$ cat src/rtl/rle_pkg.sv
// ---------------------------------------------------------------------------
// rle_pkg
//   Shared definitions for the run-length lane packer: FSM state encoding,
//   fixed symbol field values and constant-width helper functions.
// ---------------------------------------------------------------------------
package rle_pkg;

   // Packer sequencing states.
   typedef enum logic [1:0] {
      ST_IDLE = 2'd0,   // waiting for an input beat
      ST_SCAN = 2'd1,   // walking the latched beat one lane per cycle
      ST_EOB  = 2'd2    // emitting the end-of-block symbol
   } state_e;

   // EOB symbol is {run 0, coef 0} with the eob flag set.
   localparam int unsigned EOB_RUN  = 0;
   localparam int unsigned EOB_COEF = 0;

   // Ceiling log2, used to size counters from parameters.
   function automatic int unsigned clog2(input int unsigned v);
      int unsigned r;
      r = 0;
      for (int i = 0; i < 32; i++) begin
         if ((64'd1 << i) < 64'(v)) r = 32'(i + 1);
      end
      return r;
   endfunction

   // Clamp a computed width to at least one bit.
   function automatic int unsigned width_min1(input int unsigned w);
      return (w == 0) ? 32'd1 : w;
   endfunction

   // ZRL run value: all ones in the run field (15 for a 4-bit run).
   function automatic int unsigned zrl_run(input int unsigned run_w);
      return 32'((64'd1 << run_w) - 64'd1);
   endfunction

endpackage : rle_pkg

$ cat src/rtl/rle_out_reg.sv
// ---------------------------------------------------------------------------
// rle_out_reg
//   One-entry output register for the packer symbol stream. Holds every
//   field stable while valid and not accepted; loads when empty or popped.
// Ports
//   clk, reset       clock, asynchronous active-high reset
//   load_i           write a new symbol (only asserted when can_load_c_o)
//   run_i/coef_i     symbol fields to load
//   eob_i/blk_end_i  symbol flags to load
//   ready_i          downstream accepts the held symbol
//   can_load_c_o     combinational: register empty or being popped this cycle
//   valid_o, run_o, coef_o, eob_o, blk_end_o   registered symbol output
// ---------------------------------------------------------------------------
module rle_out_reg
   import rle_pkg::*;
#(
   parameter int unsigned RUN_W  = 4,
   parameter int unsigned COEF_W = 8
) (
   input  logic              clk,
   input  logic              reset,
   input  logic              load_i,
   input  logic [RUN_W-1:0]  run_i,
   input  logic [COEF_W-1:0] coef_i,
   input  logic              eob_i,
   input  logic              blk_end_i,
   input  logic              ready_i,
   output logic              can_load_c_o,
   output logic              valid_o,
   output logic [RUN_W-1:0]  run_o,
   output logic [COEF_W-1:0] coef_o,
   output logic              eob_o,
   output logic              blk_end_o
);

   logic              valid_q,   valid_d;
   logic [RUN_W-1:0]  run_q,     run_d;
   logic [COEF_W-1:0] coef_q,    coef_d;
   logic              eob_q,     eob_d;
   logic              blk_end_q, blk_end_d;

   // Space is available when empty or when the held symbol leaves this cycle.
   assign can_load_c_o = !valid_q || ready_i;

   // Next-state: load wins, otherwise a pop empties the entry; fields hold.
   always_comb begin
      valid_d   = valid_q;
      run_d     = run_q;
      coef_d    = coef_q;
      eob_d     = eob_q;
      blk_end_d = blk_end_q;
      if (load_i) begin
         valid_d   = 1'b1;
         run_d     = run_i;
         coef_d    = coef_i;
         eob_d     = eob_i;
         blk_end_d = blk_end_i;
      end else if (ready_i) begin
         valid_d   = 1'b0;
      end
   end

   // Entry storage.
   always_ff @(posedge clk or posedge reset) begin
      if (reset) begin
         valid_q   <= 1'b0;
         run_q     <= '0;
         coef_q    <= '0;
         eob_q     <= 1'b0;
         blk_end_q <= 1'b0;
      end else begin
         valid_q   <= valid_d;
         run_q     <= run_d;
         coef_q    <= coef_d;
         eob_q     <= eob_d;
         blk_end_q <= blk_end_d;
      end
   end

   assign valid_o   = valid_q;
   assign run_o     = run_q;
   assign coef_o    = coef_q;
   assign eob_o     = eob_q;
   assign blk_end_o = blk_end_q;

endmodule : rle_out_reg

$ cat src/rtl/rle_lane_packer.sv
// ---------------------------------------------------------------------------
// rle_lane_packer
//   Run-length packer for the JPEG entropy path. Accepts LANES zig-zag
//   coefficients per beat and emits one {run,coef} symbol per cycle, with
//   ZRL (15/0) and EOB (0/0) insertion, optional DC bypass, back-pressure
//   and block-boundary marking.
// Ports
//   clk, reset     clock, asynchronous active-high reset
//   in_valid       input beat valid
//   in_ready       packer idle and able to take a beat (registered)
//   in_data        LANES coefficients, lane 0 in the most significant slot
//   out_valid      symbol valid
//   out_ready      downstream accepts symbol
//   out_run        zeros preceding out_coef
//   out_coef       coefficient value (0 for ZRL/EOB)
//   out_eob        symbol is EOB
//   out_blk_end    last symbol of the current block
// ---------------------------------------------------------------------------
module rle_lane_packer
   import rle_pkg::*;
#(
   parameter int unsigned LANES     = 8,
   parameter int unsigned COEF_W    = 8,
   parameter int unsigned RUN_W     = 4,
   parameter int unsigned BLOCK_LEN = 64,
   parameter int unsigned DC_BYPASS = 1
) (
   input  logic                    clk,
   input  logic                    reset,
   input  logic                    in_valid,
   output logic                    in_ready,
   input  logic [LANES*COEF_W-1:0] in_data,
   output logic                    out_valid,
   input  logic                    out_ready,
   output logic [RUN_W-1:0]        out_run,
   output logic [COEF_W-1:0]       out_coef,
   output logic                    out_eob,
   output logic                    out_blk_end
);

   localparam int unsigned DATA_W  = LANES * COEF_W;
   localparam int unsigned LANE_W  = width_min1(clog2(LANES));
   localparam int unsigned IDX_W   = width_min1(clog2(BLOCK_LEN));
   // One extra bit so a fully zero block (BLOCK_LEN zeros) is representable.
   localparam int unsigned ZR_W    = clog2(BLOCK_LEN) + 1;
   localparam int unsigned ZRL_RUN = zrl_run(RUN_W);

   state_e              state_q,    state_d;
   logic [LANE_W-1:0]   lane_q,     lane_d;
   logic [IDX_W-1:0]    coef_idx_q, coef_idx_d;
   logic [ZR_W-1:0]     zero_run_q, zero_run_d;
   logic [DATA_W-1:0]   data_q,     data_d;
   logic                in_ready_q, in_ready_d;

   logic [COEF_W-1:0]   cur_coef_c;
   logic                last_idx_c;
   logic                dc_lane_c;
   logic                advance_c;
   logic                can_emit_c;
   logic                load_c;
   logic [RUN_W-1:0]    ld_run_c;
   logic [COEF_W-1:0]   ld_coef_c;
   logic                ld_eob_c;
   logic                ld_blk_end_c;

   // Lane mux: lane 0 sits in the most significant coefficient slot.
   always_comb begin
      cur_coef_c = '0;
      for (int k = 0; k < int'(LANES); k++) begin
         if (lane_q == LANE_W'(k)) cur_coef_c = data_q[(LANES-k)*COEF_W-1 -: COEF_W];
      end
   end

   assign last_idx_c = (coef_idx_q == IDX_W'(BLOCK_LEN - 1));
   assign dc_lane_c  = (DC_BYPASS != 0) && (coef_idx_q == '0);

   // Next-state, counters and symbol generation.
   always_comb begin
      state_d      = state_q;
      lane_d       = lane_q;
      coef_idx_d   = coef_idx_q;
      zero_run_d   = zero_run_q;
      data_d       = data_q;
      advance_c    = 1'b0;
      load_c       = 1'b0;
      ld_run_c     = '0;
      ld_coef_c    = '0;
      ld_eob_c     = 1'b0;
      ld_blk_end_c = 1'b0;

      unique case (state_q)
         ST_IDLE: begin
            if (in_valid && in_ready_q) begin
               data_d  = in_data;
               lane_d  = '0;
               state_d = ST_SCAN;
            end
         end

         ST_SCAN: begin
            if (dc_lane_c) begin
               // DC always goes out as run 0, even when zero.
               if (can_emit_c) begin
                  load_c    = 1'b1;
                  ld_coef_c = cur_coef_c;
                  advance_c = 1'b1;
               end
            end else if (cur_coef_c == '0) begin
               // Zeros only count; they never wait on the output register.
               zero_run_d = zero_run_q + ZR_W'(1);
               advance_c  = 1'b1;
            end else if (zero_run_q > ZR_W'(ZRL_RUN)) begin
               // Run too long for one symbol: ZRL and stay on this lane.
               if (can_emit_c) begin
                  load_c     = 1'b1;
                  ld_run_c   = RUN_W'(ZRL_RUN);
                  zero_run_d = zero_run_q - ZR_W'(ZRL_RUN + 1);
               end
            end else begin
               if (can_emit_c) begin
                  load_c       = 1'b1;
                  ld_run_c     = RUN_W'(zero_run_q);
                  ld_coef_c    = cur_coef_c;
                  ld_blk_end_c = last_idx_c;
                  zero_run_d   = '0;
                  advance_c    = 1'b1;
               end
            end

            if (advance_c) begin
               coef_idx_d = last_idx_c ? '0 : coef_idx_q + IDX_W'(1);
               if (lane_q == LANE_W'(LANES - 1)) begin
                  // Trailing zeros at block end collapse into one EOB.
                  state_d = (last_idx_c && (zero_run_d != '0)) ? ST_EOB : ST_IDLE;
               end else begin
                  lane_d = lane_q + LANE_W'(1);
               end
            end
         end

         ST_EOB: begin
            if (can_emit_c) begin
               load_c       = 1'b1;
               ld_run_c     = RUN_W'(EOB_RUN);
               ld_coef_c    = COEF_W'(EOB_COEF);
               ld_eob_c     = 1'b1;
               ld_blk_end_c = 1'b1;
               zero_run_d   = '0;
               state_d      = ST_IDLE;
            end
         end

         default: begin
            state_d = ST_IDLE;
         end
      endcase

      in_ready_d = (state_d == ST_IDLE);
   end

   // State and datapath registers.
   always_ff @(posedge clk or posedge reset) begin
      if (reset) begin
         state_q    <= ST_IDLE;
         lane_q     <= '0;
         coef_idx_q <= '0;
         zero_run_q <= '0;
         data_q     <= '0;
         in_ready_q <= 1'b0;
      end else begin
         state_q    <= state_d;
         lane_q     <= lane_d;
         coef_idx_q <= coef_idx_d;
         zero_run_q <= zero_run_d;
         data_q     <= data_d;
         in_ready_q <= in_ready_d;
      end
   end

   assign in_ready = in_ready_q;

   rle_out_reg #(
      .RUN_W  (RUN_W),
      .COEF_W (COEF_W)
   ) u_out_reg (
      .clk          (clk),
      .reset        (reset),
      .load_i       (load_c),
      .run_i        (ld_run_c),
      .coef_i       (ld_coef_c),
      .eob_i        (ld_eob_c),
      .blk_end_i    (ld_blk_end_c),
      .ready_i      (out_ready),
      .can_load_c_o (can_emit_c),
      .valid_o      (out_valid),
      .run_o        (out_run),
      .coef_o       (out_coef),
      .eob_o        (out_eob),
      .blk_end_o    (out_blk_end)
   );

endmodule : rle_lane_packer

$ cat config.mk
export PLATFORM = sky130hd
export DESIGN_NAME = rle_lane_packer
export DESIGN_NICKNAME = d
export VERILOG_FILES = /design/src/rtl/rle_pkg.sv /design/src/rtl/rle_out_reg.sv /design/src/rtl/rle_lane_packer.sv
export SDC_FILE = /design/constraint.sdc
export NUM_CORES = 1
export LEC_CHECK = 0
export CAP_MARGIN = 25
export CORE_MARGIN = 1.5
export CORE_UTILIZATION = 58
export DETAILED_ROUTE_END_ITERATION = 12
export HOLD_SLACK_MARGIN = 0.1
export PLACE_DENSITY = 0.84
export SKIP_CTS_REPAIR_TIMING = 1
export SLEW_MARGIN = 20
export SYNTH_ARGS = -nofsm -noshare
export SYNTH_HDL_FRONTEND = slang
export SYNTH_SLANG_ARGS = --single-unit
$ cat constraint.sdc
create_clock -name clk -period 10.2 [get_ports clk]
set_input_delay 1.53 -clock clk [delete_from_list [all_inputs] [get_ports clk]]
set_output_delay 1.53 -clock clk [all_outputs]
set_load 0.02 [all_outputs]
Word-level counts from Yosys, hierarchy flattened
Cells that the tools add are included.
Operators by class
  muxes and demuxes: 53
  reductions and logical operators: 16
  add/subtract/negate cells: 4
  magnitude comparators: 1
  eq/ne operators: 13
Operators by type and width (count)
  $mux W8: 13
  $mux W7: 6
  $mux W4: 6
  $mux W1: 14
  $pmux W7 S2: 1
  $eq A3 B3 Y1 const B: 4
  $mux W2: 5
  $mux W3: 3
  $logic_not A8 Y1: 1
  $add A7 B1 Y7 const B: 1
  $gt A7 B4 Y1 const B: 1
  $reduce_bool A7 Y1: 1
  $sub A7 B5 Y7 const B: 1
  $add A6 B1 Y6 const B: 1
  $eq A3 B2 Y1 const B: 2
  $eq A6 B6 Y1 const B: 1
  $logic_not A6 Y1: 1
  $mux W6: 1
  $ne A2 B2 Y1 const B: 3
  $pmux W2 S3: 1
  $pmux W3 S2: 1
  $reduce_bool A2 Y1: 3
  $logic_not A2 Y1: 2
  $pmux W1 S2: 2
  other kinds (10): 12
Storage, ports and cells
  logic and storage cells: 98
  flip-flop bits (word level): 98
  input bits: 68
  output and inout port bits: 16

Logic depth before layout (Yosys ltp)
  depth in word-level cells: 20
  gate-level depth with buffers: 16
  gate-level depth less buffers: 12

Hierarchy
From an unflattened synthesis, not the netlist that was laid out.
Unflattened totals
  cells, all modules: 518
  area total of the unflattened synthesis: 5551.6 sq um
Modules (own cells, without submodules)
  rle_lane_packer: cells an instance 484, seq. area each 2077.0 sq um, area an instance 4937.2 sq um, times used 1
  rle_out_reg: cells an instance 34, seq. area each 375.4 sq um, area an instance 614.3 sq um, times used 1

Worst setup path before layout
No wires, ideal clock.
  path type: register to register
  start point: register lane_q[2]
  end point: register in_ready_q, in the netlist in_ready
  setup time: 0.066 ns
  path slack: 6.732 ns
  path buffers: 3
  stages on the path, launching flop included: 14
  arrival time: 3.401 ns
  period minus slack after synthesis: 3.468 ns
  data required time: 10.134 ns
  cells stage by stage: dfrtp_1 -> buf_2 -> inv_1 -> ha_1 -> buf_2 -> a221o_1 -> a221o_1 -> nor4_4 -> and2_4 -> buf_8 -> a311oi_1 -> or3_1 -> o41ai_2 -> o311a_1
On the way
  cells in the longest elaborated chain, start to end: 20
  elaborated cells on any way between the ends: 30
  classes of those cells: eq/ne: 7; mux: 18; reduce/logical: 5
RTL lines
  from (decl): RTL line rle_lane_packer.sv:49  | logic [LANE_W-1:0] lane_q, lane_d;
  from (signal assigned): RTL line rle_lane_packer.sv:172  | lane_q <= lane_d;
  $logic_not A3 Y1: RTL line rle_lane_packer.sv:70  | if (lane_q == LANE_W'(k)) cur_coef_c = data_q[(LANES-k)*COEF_W-1 -: COEF_W];
  $mux W8 (8 in series): RTL line rle_lane_packer.sv:70
  $logic_not A8 Y1: RTL line rle_lane_packer.sv:108  | end else if (cur_coef_c == '0) begin
  $mux W7: RTL line rle_lane_packer.sv:108
  $mux W7: RTL line rle_lane_packer.sv:101  | if (dc_lane_c) begin
  $mux W7: RTL line rle_lane_packer.sv:91  | unique case (state_q)
  $reduce_bool A7 Y1: RTL line rle_lane_packer.sv:134  | state_d = (last_idx_c && (zero_run_d != '0)) ? ST_EOB : ST_IDLE;
  $logic_and A1 B1 Y1: RTL line rle_lane_packer.sv:134
  $mux W2: RTL line rle_lane_packer.sv:134
  $mux W2: RTL line rle_lane_packer.sv:132  | if (lane_q == LANE_W'(LANES - 1)) begin
  $mux W2 *: RTL line rle_lane_packer.sv:130  | if (advance_c) begin
  $pmux W2 S3 *: RTL line rle_lane_packer.sv:91
  $logic_not A2 Y1 *: RTL line rle_lane_packer.sv:158  | in_ready_d = (state_d == ST_IDLE);
  net in_ready_d: RTL line rle_lane_packer.sv:53  | logic in_ready_q, in_ready_d;
  to (signal assigned): RTL line rle_lane_packer.sv:176  | in_ready_q <= in_ready_d;
  to (decl): RTL line rle_lane_packer.sv:53
The timed path passes the listed nets; every way through them passes the cells marked *. The select of a mux whose other input is x is not followed.
A chain may end at the register's enable or synchronous reset.

Final worst setup path
  start point: register lane_q[0]
  end point: register u_out_reg.coef_q[5], in the netlist u_out_reg.coef_o[5]
On the way
  cells in the longest elaborated chain, start to end: 14
  elaborated cells on any way between the ends: 25
  classes of those cells: eq/ne: 7; mux: 16; reduce/logical: 2
RTL lines
  $logic_not A3 Y1: RTL line rle_lane_packer.sv:70
  $mux W8 (7 in series): RTL line rle_lane_packer.sv:70
  $mux W8 *: RTL line rle_lane_packer.sv:70
  branches (longest 5 deep; another with $logic_not A8 Y1)
  to (signal assigned): RTL line rle_out_reg.sv:74  | coef_q <= coef_d;
  to (decl): RTL line rle_out_reg.sv:38  | logic [COEF_W-1:0] coef_q, coef_d;
Every way passes the cells marked *.

==> impl_metrics.ini <==
[yosys]
syn_area_um2 = 5210
syn_inst = 494
synth_cell_types = 61
synthFlopType = dfrtp_1
synth-async-reset-ratio_pct = 100
yosysWarningCount = 0
synth-edff-count = 0
synth-seq-cells = 98
syn_area_per_cell_um2 = 10.5
syn_nets = 579
ys_seq_area_share_pct = 47.1

[timing]
hold_viol = 0
worst_pin_slew_ps = 820
whs_ps = 480
fin_tns_setup_ps = 0
drv_slew = 0
min_period_ps = 4340
setup_viol = 0
period_share_pct = 42.5
rsz0062_at_grt = no
max_freq_mhz = 231
fin_worst_skew_ps = 9.20
relSlewSlack_pct = 45.3
setup_ws_ps = 5860

[grt]
overflow = 0
grt_pass1_vias = 4191
grt_max_degree = 84
antenna_found_initial = 0
gr-usage-all-layers_pct = 27.7
grt_first_pass_wirelength_um = 21100

[cells_and_area]
area_growth_pct = 20.4
nFillCells = 627
drive_above_1_share_pct = 17.1
antenna_cells = 0
finalNetCount = 647
multiInputGateArea_um2 = 2540
postLayoutCoreUtil_pct = 71.9
regArea_um2 = 2450

[setup_path]
criticalPathCategory = register to register
critPathCaptureType = register
arrival_ps = 4600
startpoint_type = register
regToRegSetupSlack_ps = 5860
rr_worst_depth = 12
reg2reg_to = u_out_reg.coef_o[5]$_DFFE_PP0P_
worstPathRequired_ps = 10460
worstPathMaxFanout = 23
worstReg2RegStart = lane_q[0]$_DFFE_PP0P_

[route]
wl_per_cell_um = 18.9
vias = 4217
ant_nets = 0
drc_errors = 0
wl_um = 12700
drtPass1Iterations = 5
avgViaCountPerCell = 6.25
drt_iter0_markers = 386

[pwr]
seqPwrFrac_pct = 36.5
leakagePower_uw = 0.00262
powerDensity_nw_per_um2 = 319
p_comb_share_pct = 50.9
peakVddDrop_mv = 0.170
power.internal_uw = 1150
fin_total_pwr_uw = 2000
switching_share_pct = 42.6
power.switching_uw = 852
pwr-share-clk_pct = 12.6

[clocking]
clock_sinks = 98
root_buffer = clkbuf_8
cts-htree-levels = 3
clk_latency_ps = 370
cts_buffers = 9
clk_pin_slew_worst_paths_ps = 100
cts_tree = yes
clockBufferDepth = 2

[place]
dp_slack_ps = 5990
globalplace.congestion = 0.967
place_hpwl_um = 9260
io_buffers = 83

[outcome]
status = completed

[floorplanning]
die_h_um = 97.8
start_util_pct = 59.8
core_area_um2 = 8720
dieArea_um2 = 9560
rows = 34
die_x_um = 97.8
io_pins = 84

[min_path]
hp-class = register to register
hp-start = u_out_reg.blk_end_o$_DFFE_PP0P_
hold_depth = 2
holdPathEnd = u_out_reg.blk_end_o$_DFFE_PP0P_

[job]
drv_cap = 0
-- metrics by stage --
stage                     cells  cell area, um^2
after floorplan             494             5210
after global placement      659             6070
after detailed placement    659             6070
after CTS                   675             6270
after global routing        675             6270
final                       675             6270
-- Yosys cell counts, drive strengths merged, types with 2 or more instances --
cell | number | area share (%)
dfrtp | 98 | 47
nor4 | 3 | 0.94
nand3b | 5 | 0.72
and2 | 5 | 0.65
ha | 17 | 4.1
mux2 | 64 | 14
buf | 12 | 1.5
a21oi | 33 | 3.2
xnor2 | 3 | 0.50
o22ai | 4 | 0.48
a31oi | 6 | 0.72
a211oi | 3 | 0.43
o21ai | 37 | 3.6
o221ai | 4 | 0.67
mux2i | 5 | 0.96
nor2 | 17 | 1.2
a22o | 10 | 1.7
a2bb2oi | 2 | 0.34
o2111ai | 3 | 0.50
inv | 24 | 1.7
clkbuf | 17 | 1.2
a32o | 4 | 0.77
o221a | 2 | 0.43
nor3 | 6 | 0.58
nand2b | 6 | 0.72
o211ai | 4 | 0.58
a221oi | 4 | 0.79
or2 | 2 | 0.29
a221o | 5 | 0.96
or3 | 4 | 0.48
o21a | 2 | 0.29
nand2 | 46 | 3.3
and3 | 5 | 0.60
nand4 | 3 | 0.36
nand3 | 15 | 1.4
-- flip-flops by register name, summed over array words and instances (netlist names) --
name and cells:
in_ready 1, lane_q 3, u_out_reg.coef_o 8, u_out_reg.run_o 4, data_q 64, zero_run_q 7, coef_idx_q 6, u_out_reg.valid_o 1
u_out_reg.blk_end_o 1, state_q 2, u_out_reg.eob_o 1
-- power groups by stage --
stage	combinational, uW	clock [uW]	sequential, uW
global route	1110	269	752
global placement	971	0	725
finish	1020	252	730
floorplan	755	0	693
CTS	1010	252	725
detailed placement	1000	0	733
-- worst max-delay path by stage --
stage	start	endpoint	depth (start not counted)
finish	lane_q[0]$_DFFE_PP0P_	u_out_reg.coef_o[5]$_DFFE_PP0P_	12
global route	lane_q[0]$_DFFE_PP0P_	u_out_reg.coef_o[5]$_DFFE_PP0P_	12
CTS	lane_q[0]$_DFFE_PP0P_	u_out_reg.coef_o[5]$_DFFE_PP0P_	12
detailed placement	lane_q[0]$_DFFE_PP0P_	u_out_reg.coef_o[5]$_DFFE_PP0P_	12
global placement	lane_q[0]$_DFFE_PP0P_	u_out_reg.coef_o[5]$_DFFE_PP0P_	12
floorplan	reset	coef_idx_q[0]$_DFFE_PP0P_	1
-- critical path: stages (launching register included) --
cell and delay (ps):
dfrtp_1 410, inv_1 130, ha_1 710, inv_1 360, o221ai_1 280, a21oi_1 100, a221o_1 400, nor4_4 440
nand2_1 200, o21ai_0 240, a21o_1 460, nor2_1 250, a22o_1 250
-- kinds of logic after synthesis --
logic type | after synthesis | share of synthesized area, %
AOI/OAI and AO/OA | 134 | 17.4
xor gates and xnor gates | 3 | 0.504
adders and majority gates | 17 | 4.08
buffers and inverters | 53 | 4.42
DFF | 98 | 47.1
muxes | 69 | 14.8
and+or+nand+nor | 120 | 11.7
-- cell usage in the layout (no fill, tap or decap), drive strengths merged, types with 6 or more instances in the layout --
master and instances:
clkbuf 11, nand3 15, ha 17, nand2 46
a31oi 6, mux2 64, clkdlybuf4s50 83, nand2b 6
o21ai 37, nor3 6, dfrtp 98, a22o 10
inv 25, a21oi 33, nor2 17
-- final cells by class --
type                    instances  area share (%)
repair buffers                 86            13.7
clock inverters                 5           0.718
well taps                     108            2.15
inverters                      24            1.46
clock buffers                  11            2.41
flip-flops and latches         98            39.1
multi-input cells             343            40.5
-- layer usage --
| metal | up-vias | part of all wire [%] | GRT usage, % |
|---|---|---|---|
| li1 | 1943 | - | - |
| met1 | 2062 | 44 | 40.2 |
| met2 | 185 | 47 | 42.6 |
| met3 | 27 | 7.2 | 4.72 |
| met4 | 0 | 2.0 | 9.45 |
| met5 | - | 0 | 0 |
No activity file was read; power rests on OpenSTA's default activity.
